==> config.mk <==
export PLATFORM = sky130hd
export DESIGN_NAME = keypad_scan_ctrl
export DESIGN_NICKNAME = d
export VERILOG_FILES = /design/src/rtl/keypad_scan_ctrl.sv
export SDC_FILE = /design/constraint.sdc
export NUM_CORES = 1
export LEC_CHECK = 0
export BUFFER_PORTS_ARGS = -buffer_cell sky130_fd_sc_hd__buf_2
export CORE_ASPECT_RATIO = 0.75
export CORE_MARGIN = 10
export CORE_UTILIZATION = 30
export CTS_CLUSTER_DIAMETER = 100
export DETAILED_ROUTE_END_ITERATION = 6
export GPL_TIMING_DRIVEN = 0
export PLACE_DENSITY = 0.5
export SYNTH_ARGS = -nofsm -noshare
export SYNTH_HDL_FRONTEND = slang
export SYNTH_SLANG_ARGS = --single-unit
==> constraint.sdc <==
create_clock -name fin -period 9.85 [get_ports fin]
set_clock_uncertainty 0.1 [all_clocks]
set_input_delay 1.4775 -clock fin [delete_from_list [all_inputs] [get_ports fin]]
set_output_delay 1.4775 -clock fin [all_outputs]
set_load 0.03 [all_outputs]
==> src/rtl/keypad_scan_ctrl.sv <==
// 4x3 keypad scanner: one-hot row drive, press/release debounce, and a
// first-word-fall-through keycode queue with a valid/ready consumer handshake.
module keypad_scan_ctrl #(
    parameter int DIV_W      = 16,
    parameter int DEB_CNT    = 4,
    parameter int FIFO_DEPTH = 4
) (
    input  logic                          fin,
    input  logic                          rst,
    input  logic                          enable,
    input  logic [2:0]                    colum,
    output logic [3:0]                    scan,
    output logic [3:0]                    keycode,
    output logic                          key_valid,
    input  logic                          key_ready,
    output logic                          key_held,
    output logic                          overflow,
    output logic [$clog2(FIFO_DEPTH):0]   fifo_count
);

    localparam int AW = $clog2(FIFO_DEPTH);
    localparam int CW = AW + 1;
    localparam int DW = $clog2(DEB_CNT + 1);
    localparam logic [DW-1:0] DEB_MAX  = DW'(DEB_CNT);
    localparam logic [CW-1:0] FULL_CNT = CW'(FIFO_DEPTH);

    typedef enum logic [1:0] {
        SCAN     = 2'd0,
        DEBOUNCE = 2'd1,
        HELD     = 2'd2,
        RELEASE  = 2'd3
    } state_t;

    function automatic logic [1:0] col_index(input logic [2:0] c);
        case (c)
            3'b001:  return 2'd0;
            3'b010:  return 2'd1;
            3'b100:  return 2'd2;
            default: return 2'd0;
        endcase
    endfunction

    function automatic logic is_onehot(input logic [2:0] c);
        return (c == 3'b001) || (c == 3'b010) || (c == 3'b100);
    endfunction

    logic [DIV_W-1:0] div_q, div_d;
    state_t           state_q, state_d;
    logic [1:0]       row_q, row_d;
    logic [DW-1:0]    deb_q, deb_d, deb_inc_s;
    logic [2:0]       pat_q, pat_d;
    logic [3:0]       code_q, code_d;
    logic [3:0]       mem_q [FIFO_DEPTH];
    logic [3:0]       mem_d [FIFO_DEPTH];
    logic [AW-1:0]    wr_q, wr_d, rd_q, rd_d;
    logic [CW-1:0]    cnt_q, cnt_d;
    logic             ovf_q, ovf_d;
    logic [3:0]       scan_q, scan_d;
    logic [3:0]       keycode_q, keycode_d;
    logic             valid_q, valid_d;
    logic             held_q, held_d;
    logic             tick_s, push_s, pop_s, full_s, wr_en_s;
    logic [3:0]       push_code_s;

    assign tick_s    = enable && (div_q == {DIV_W{1'b1}});
    assign deb_inc_s = deb_q + DW'(1);

    // Scan divider and keypad state machine next-state
    always_comb begin
        state_d     = state_q;
        row_d       = row_q;
        deb_d       = deb_q;
        pat_d       = pat_q;
        code_d      = code_q;
        push_s      = 1'b0;
        push_code_s = code_q;
        if (enable) begin
            div_d = div_q + DIV_W'(1);
        end else begin
            div_d = div_q;
        end
        if (!enable) begin
            state_d = SCAN;
            deb_d   = {DW{1'b0}};
        end else if (tick_s) begin
            case (state_q)
                SCAN: begin
                    if (colum == 3'b000) begin
                        row_d = row_q + 2'd1;
                    end else if (is_onehot(colum)) begin
                        code_d = {col_index(colum), row_q};
                        pat_d  = colum;
                        deb_d  = DW'(1);
                        if (DEB_CNT == 1) begin
                            push_s      = 1'b1;
                            push_code_s = {col_index(colum), row_q};
                            state_d     = HELD;
                        end else begin
                            state_d = DEBOUNCE;
                        end
                    end else begin
                        // ghosting: hold the row until the pattern clears
                        state_d = SCAN;
                    end
                end
                DEBOUNCE: begin
                    if (colum == pat_q) begin
                        deb_d = deb_inc_s;
                        if (deb_inc_s == DEB_MAX) begin
                            push_s  = 1'b1;
                            state_d = HELD;
                        end else begin
                            state_d = DEBOUNCE;
                        end
                    end else begin
                        state_d = SCAN;
                    end
                end
                HELD: begin
                    if (colum == 3'b000) begin
                        deb_d = DW'(1);
                        if (DEB_CNT == 1) begin
                            state_d = SCAN;
                            row_d   = row_q + 2'd1;
                        end else begin
                            state_d = RELEASE;
                        end
                    end else begin
                        state_d = HELD;
                    end
                end
                RELEASE: begin
                    if (colum == 3'b000) begin
                        deb_d = deb_inc_s;
                        if (deb_inc_s == DEB_MAX) begin
                            state_d = SCAN;
                            row_d   = row_q + 2'd1;
                        end else begin
                            state_d = RELEASE;
                        end
                    end else begin
                        state_d = HELD;
                    end
                end
                default: state_d = SCAN;
            endcase
        end else begin
            state_d = state_q;
        end
    end

    // Keycode queue next-state; outputs are precomputed from the next state
    always_comb begin
        mem_d   = mem_q;
        pop_s   = valid_q && key_ready;
        full_s  = (cnt_q == FULL_CNT);
        wr_en_s = push_s && (!full_s || pop_s);
        if (wr_en_s) begin
            mem_d[wr_q] = push_code_s;
            wr_d        = wr_q + AW'(1);
        end else begin
            wr_d = wr_q;
        end
        if (pop_s) begin
            rd_d = rd_q + AW'(1);
        end else begin
            rd_d = rd_q;
        end
        case ({wr_en_s, pop_s})
            2'b10:   cnt_d = cnt_q + CW'(1);
            2'b01:   cnt_d = cnt_q - CW'(1);
            default: cnt_d = cnt_q;
        endcase
        ovf_d = ovf_q | (push_s && full_s && !pop_s);
        if (cnt_d != {CW{1'b0}}) begin
            keycode_d = mem_d[rd_d];
            valid_d   = 1'b1;
        end else begin
            keycode_d = 4'b0000;
            valid_d   = 1'b0;
        end
        scan_d = 4'b0001 << row_d;
        held_d = (state_d == HELD) || (state_d == RELEASE);
    end

    // All state registers
    always_ff @(posedge fin or posedge rst) begin
        if (rst) begin
            div_q     <= {DIV_W{1'b0}};
            state_q   <= SCAN;
            row_q     <= 2'd0;
            deb_q     <= {DW{1'b0}};
            pat_q     <= 3'b000;
            code_q    <= 4'b0000;
            for (int i = 0; i < FIFO_DEPTH; i++) begin
                mem_q[i] <= 4'b0000;
            end
            wr_q      <= {AW{1'b0}};
            rd_q      <= {AW{1'b0}};
            cnt_q     <= {CW{1'b0}};
            ovf_q     <= 1'b0;
            scan_q    <= 4'b0001;
            keycode_q <= 4'b0000;
            valid_q   <= 1'b0;
            held_q    <= 1'b0;
        end else begin
            div_q     <= div_d;
            state_q   <= state_d;
            row_q     <= row_d;
            deb_q     <= deb_d;
            pat_q     <= pat_d;
            code_q    <= code_d;
            mem_q     <= mem_d;
            wr_q      <= wr_d;
            rd_q      <= rd_d;
            cnt_q     <= cnt_d;
            ovf_q     <= ovf_d;
            scan_q    <= scan_d;
            keycode_q <= keycode_d;
            valid_q   <= valid_d;
            held_q    <= held_d;
        end
    end

    assign scan       = scan_q;
    assign keycode    = keycode_q;
    assign key_valid  = valid_q;
    assign key_held   = held_q;
    assign overflow   = ovf_q;
    assign fifo_count = cnt_q;

endmodule
== Word-level counts from Yosys, hierarchy flattened ==
Cells that the tools add are included.

* Add/subtract/negate cells: 7
* $lt $le $gt $ge: 3
* Eq/ne operators: 20
* Shift-type cells: 1
* Muxes and demuxes: 41
* Bitwise operators: 4
* Reductions and logical operators: 17

{| class="wikitable"
|+ Operators by type and width
! operator !! count
|-
| $mux 2 || 13
|-
| $mux 3 || 7
|-
| $add 16x1->16 const B || 1
|-
| $bwmux 16 || 1
|-
| $eq 16x16->1 const B || 1
|-
| $mux 16 || 1
|-
| $mux 4 || 4
|-
| $ne 3x3->1 const B || 5
|-
| $pmux 3 s4 || 1
|-
| $eq 2x2->1 const B || 5
|-
| $eq 3x3->1 const B || 3
|-
| $bmux 4 s2 || 1
|-
| $demux 4 s2 || 1
|-
| $mux 1 || 8
|-
| $pmux 2 s2 || 2
|-
| $pmux 2 s4 || 1
|-
| $add 2x1->2 const B || 3
|-
| $add 3x1->3 const B || 2
|-
| $ge 3x3->1 const B || 2
|-
| $logic_and 1x1->1 || 6
|-
| $not 2->3 || 2
|-
| $pmux 3 s2 || 1
|-
| $reduce_and 6->1 || 1
|-
| $reduce_and 5->1 || 1
|-
| 15 further kinds || 20
|}

* Register bits: 64

== Logic depth before layout (Yosys ltp) ==
* Depth after elaboration: 13
* Depth in mapped cells: 13

== Worst setup path after synthesis ==
OpenSTA, ideal clock, no wires.

* Path type: input to register
* Start point: input colum[2]
* End point: register keycode_q[2] (netlist: keycode[2])
* Library setup time: 122 ps
* Arrival: 4093 ps
* Path slack: 5535 ps
* Cell stages on the path: 13
* Path through: buf_2 > xor2_1 > nor3_4 > and3_1 > nand4_1 > ha_1 > fa_1 > xnor2_1 > nor2_1 > xnor2_1 > nor3b_1 > nor2_1 > a32o_1

* Word-level cells in the longest chain between the ends: 11
* Elaborated cells between the ends (all ways): 15
* Classes of those cells: eq/ne (3); mux (10); reduce/logical (2)

{| class="wikitable"
|+ Ends and longest elaborated chain
! element !! RTL line !! source
|-
| from (decl) || 11 || <nowiki>input logic [2:0] colum,</nowiki>
|-
| $eq 3x3->1 (*) || 107 || <nowiki>if (colum == pat_q) begin</nowiki>
|-
| $mux 1 (*) || 107 ||
|-
| $mux 1 (*) || 86 || <nowiki>case (state_q)</nowiki>
|-
| $mux 1 (*) || 85 || <nowiki>end else if (tick_s) begin</nowiki>
|-
| $mux 1 (*) || 82 || <nowiki>if (!enable) begin</nowiki>
|-
| $logic_and 1x1->1 (*) || 157 || <nowiki>wr_en_s = push_s && (!full_s || pop_s);</nowiki>
|-
| $mux 16 || 158 || <nowiki>if (wr_en_s) begin</nowiki>
|-
| $bmux 4 s2 || 176 || <nowiki>keycode_d = mem_d[rd_d];</nowiki>
|-
| $mux 4 (not written as such) (2 in series) || 176 ||
|-
| $mux 4 (*) || 175 || <nowiki>if (cnt_d != {CW{1'b0}}) begin</nowiki>
|-
| named net keycode_d[2] || 59 || <nowiki>logic [3:0] keycode_q, keycode_d;</nowiki>
|-
| to (signal assigned) || 219 || <nowiki>keycode_q <= keycode_d;</nowiki>
|-
| to (decl) || 59 ||
|}

The timed path passes the listed nets; every way through them passes the cells marked *. The select of a mux whose other input is x is not followed.
A chain may end at the register's enable or synchronous reset.

== Worst setup path in the final report ==
* Start point: input colum[0]
* End point: register keycode_q[2] (netlist: keycode[2])

The elaborated chain is that of the path after synthesis.

==> impl_metrics.yaml <==
finish:
  diodes: 0
  final_layout_size_suffix_gt1_share_pct: 20.58
  utilization_pct: 36.73
  fin_nets: 326
  syn_to_final_growth_pct: 19.64
sta:
  rsz0062_at_grt: "no"
  timing.hold.ws_ns: 0.3587
  setup_viol: 0
  period_share_pct: 45.93
  drv_slew: 0
  hold_violations: 0
  tightest_slew_ns: 0.8151
  finalCriticalPeriod_ns: 4.524
  fmax_mhz: 221.0
  slew-limit-headroom_pct: 45.24
  finalWorstSetupSlack_ns: 5.326
  finalSetupTns_ns: 0
synthesis:
  synth_seq_cells: 64
  synth_fp_nets: 297
  synth_edf_count: 0
  yosysMostFrequentCell: "dfrtp_1"
  yosys-top-cells-area: "dfrtp_1 50%, ha_1 4.8%, mux2_2 4.7%"
  postSynthAreaPerCell_sq_um: 11.36
  yosys-top-cells-count: "63 x dfrtp_1, 18 x inv_1, 18 x nor2_1"
  synth_cell_types: 48
  netlist_instances: 277
  yosysSeqAreaShare_pct: 50.93
  synth_top_area_share_pct: 50.10
  yosys_warnings: 0
  synth_top_area_cell: "dfrtp_1"
  synthArstFlopShare_pct: 100.0
  synth_area_sq_um: 3147
  synth_ff_type: "dfrtp_1"
cts:
  clk_pin_slew_ns: 0.06
  htreeDepth: 3
  post-cts-setup-buffers: 0
  cts_root_buf: "clkbuf_16"
  clk_latency_ns: 0.33
  holdBufCountCts: 0
  cts-buffers-inserted: 9
  clock_path_buffers: 2
  cts.sinks: 64
  cts_tree: "built"
  cts_resized: 0
global_route:
  grt_pass1_wl_microns: 10820
  grt_pass1_vias: 2131
  grt_overflow: 0
  antenna_found_initial: 0
  track_usage_pct: 8.904
  grt_max_degree: 65
setup_path:
  crit_path_end_kind: "flip-flop"
  crit_type: "input port to flip-flop"
  critPathLaunchType: "input port"
  crit_arrival_ns: 4.64
  worstPathRequired_ns: 9.97
  crit_path_max_fanout: 8
power_and_ir_drop:
  p_leak_uw: 0.001887
  vdd_ir_drop_max_mv: 0.07325
  power_per_cell_area_nw_per_um2: 187.6
floorplanning:
  die-area_sq_um: 15030
  die_h_microns: 108.7
  initial_core_util_pct: 30.70
  core_sq_um: 10250
  row_count: 32
  fp.dieW_microns: 138.3
  io_pins: 21
drt:
  vias_per_cell: 4.604
  wirelength_microns: 6173
  drc: 0
  wl_per_cell_microns: 13.81
  vias: 2058
  ant_nets: 0
  dr.pass1.iters: 4
  drt-initial-drc-count: 115
placed_design:
  dp_slack_ns: 4.963
  dpl.hpwl_microns: 4424
  globalplace.congestion: 0.7908
  io_buffers: 18
hold_path:
  hold_path_class: "flip-flop to flip-flop"
outcome:
  outcome: "completed"
flow_run:
  cap_violations: 0
==> worst max-delay path: stages <==
cell and delay [ns]:
buf_2 0.14, xor2_1 0.19, nor3_4 0.39, and3_1 0.29, nand4_1 0.13, ha_1 0.26
fa_1 0.38, xnor2_1 0.14, nor2_1 0.13, xnor2_1 0.15, nor3b_1 0.50, nor2_1 0.16
a32o_1 0.30
==> through the flow <==
| stage | std cells | instance area, sq um | total power [uW] |
|---|---|---|---|
| final | 447 | 3765 | 706.4 |
| after global routing | 447 | 3765 | 737.3 |
| after CTS | 447 | 3765 | 717.7 |
| after detailed placement | 431 | 3410 | 337.3 |
| after global placement | 431 | 3407 | 335.2 |
| after floorplan | 277 | 3147 | 324.8 |
==> flip-flops by register name (all words and copies together), names as in the netlist <==
name,flops
code_q,4
deb_q,3
div_q,16
fifo_count,3
key_held,1
key_valid,1
keycode,4
mem_q,16
overflow,1
pat_q,3
rd_q,2
row_q,2
scan,4
state_q,2
wr_q,2
==> path summary, 6_finish.rpt <==
check                               start            end  slack (ns)  depth (start not counted)
worst max-delay path             colum[0]     keycode[2]        5.33                         13
worst min-delay path            div_q[13]      div_q[13]        0.36                          1
worst max register to register   deb_q[0]     keycode[2]        6.18                         13
worst min register to register  div_q[13]      div_q[13]        0.36                          1
max in group asynchronous             rst       deb_q[2]        7.93                          2
min in group asynchronous             rst  fifo_count[1]        1.20                          2
==> cell usage in the layout, fill, tap and decap left out, drive strengths merged, types with 3 or more instances in the layout <==
master / instances
a211oi: 3
a21oi: 7
and2: 3
and3: 9
and4: 6
buf: 23
bufinv: 3
clkbuf: 13
dfrtp: 63
ha: 12
inv: 19
mux2: 19
mux2i: 9
nand2: 14
nand2b: 5
nand3: 9
nand4: 9
nor2: 18
nor2b: 4
nor3: 5
o21ai: 9
xnor2: 15
xor2: 10
==> final cells by class <==
type | instances | area (sq um)
Inverter | 19 | 73.82
Buffer | 7 | 38.79
Clock inverter | 5 | 102.6
Multi-Input combinational cell | 187 | 1434
Fill cell | 1043 | 6485
Sequential cell | 64 | 1603
Tap cell | 136 | 170.2
Timing Repair Buffer | 18 | 90.09
Clock buffer | 11 | 252.7
==> power by group <==
group / switching (uW) / total, uW / internal (uW)
logic: 21.5 / 38.8 / 17.4
clock network: 115 / 375 / 260
registers: 15.3 / 293 / 277
total: 151 / 706 / 555
==> kinds of logic (layout without fill, tap and decap cells) <==
family | Yosys count | count (layout) | share of synthesized area [%]
xor gates and xnor gates | 25 | 25 | 6.958
AOI/OAI and AO/OA | 34 | 34 | 7.236
adders and majority gates | 13 | 13 | 5.407
DFF | 64 | 64 | 50.93
and+or+nand+nor | 87 | 87 | 16.30
buffers and inverters | 26 | 60 | 3.499
muxes | 28 | 28 | 9.662
==> metal layers <==
metal / global-route usage (%) / vias up / wire (microns) / share of wire (%)
met5: 0 / - / 0 / 0
met1: 11.87 / 1004 / 3290 / 53
met2: 12.67 / 25 / 2590 / 42
met4: 3.378 / 0 / 59 / 0.96
met3: 3.562 / 5 / 233 / 3.8
li1: - / 1024 / - / -
Power figures use the tool's default switching activity.
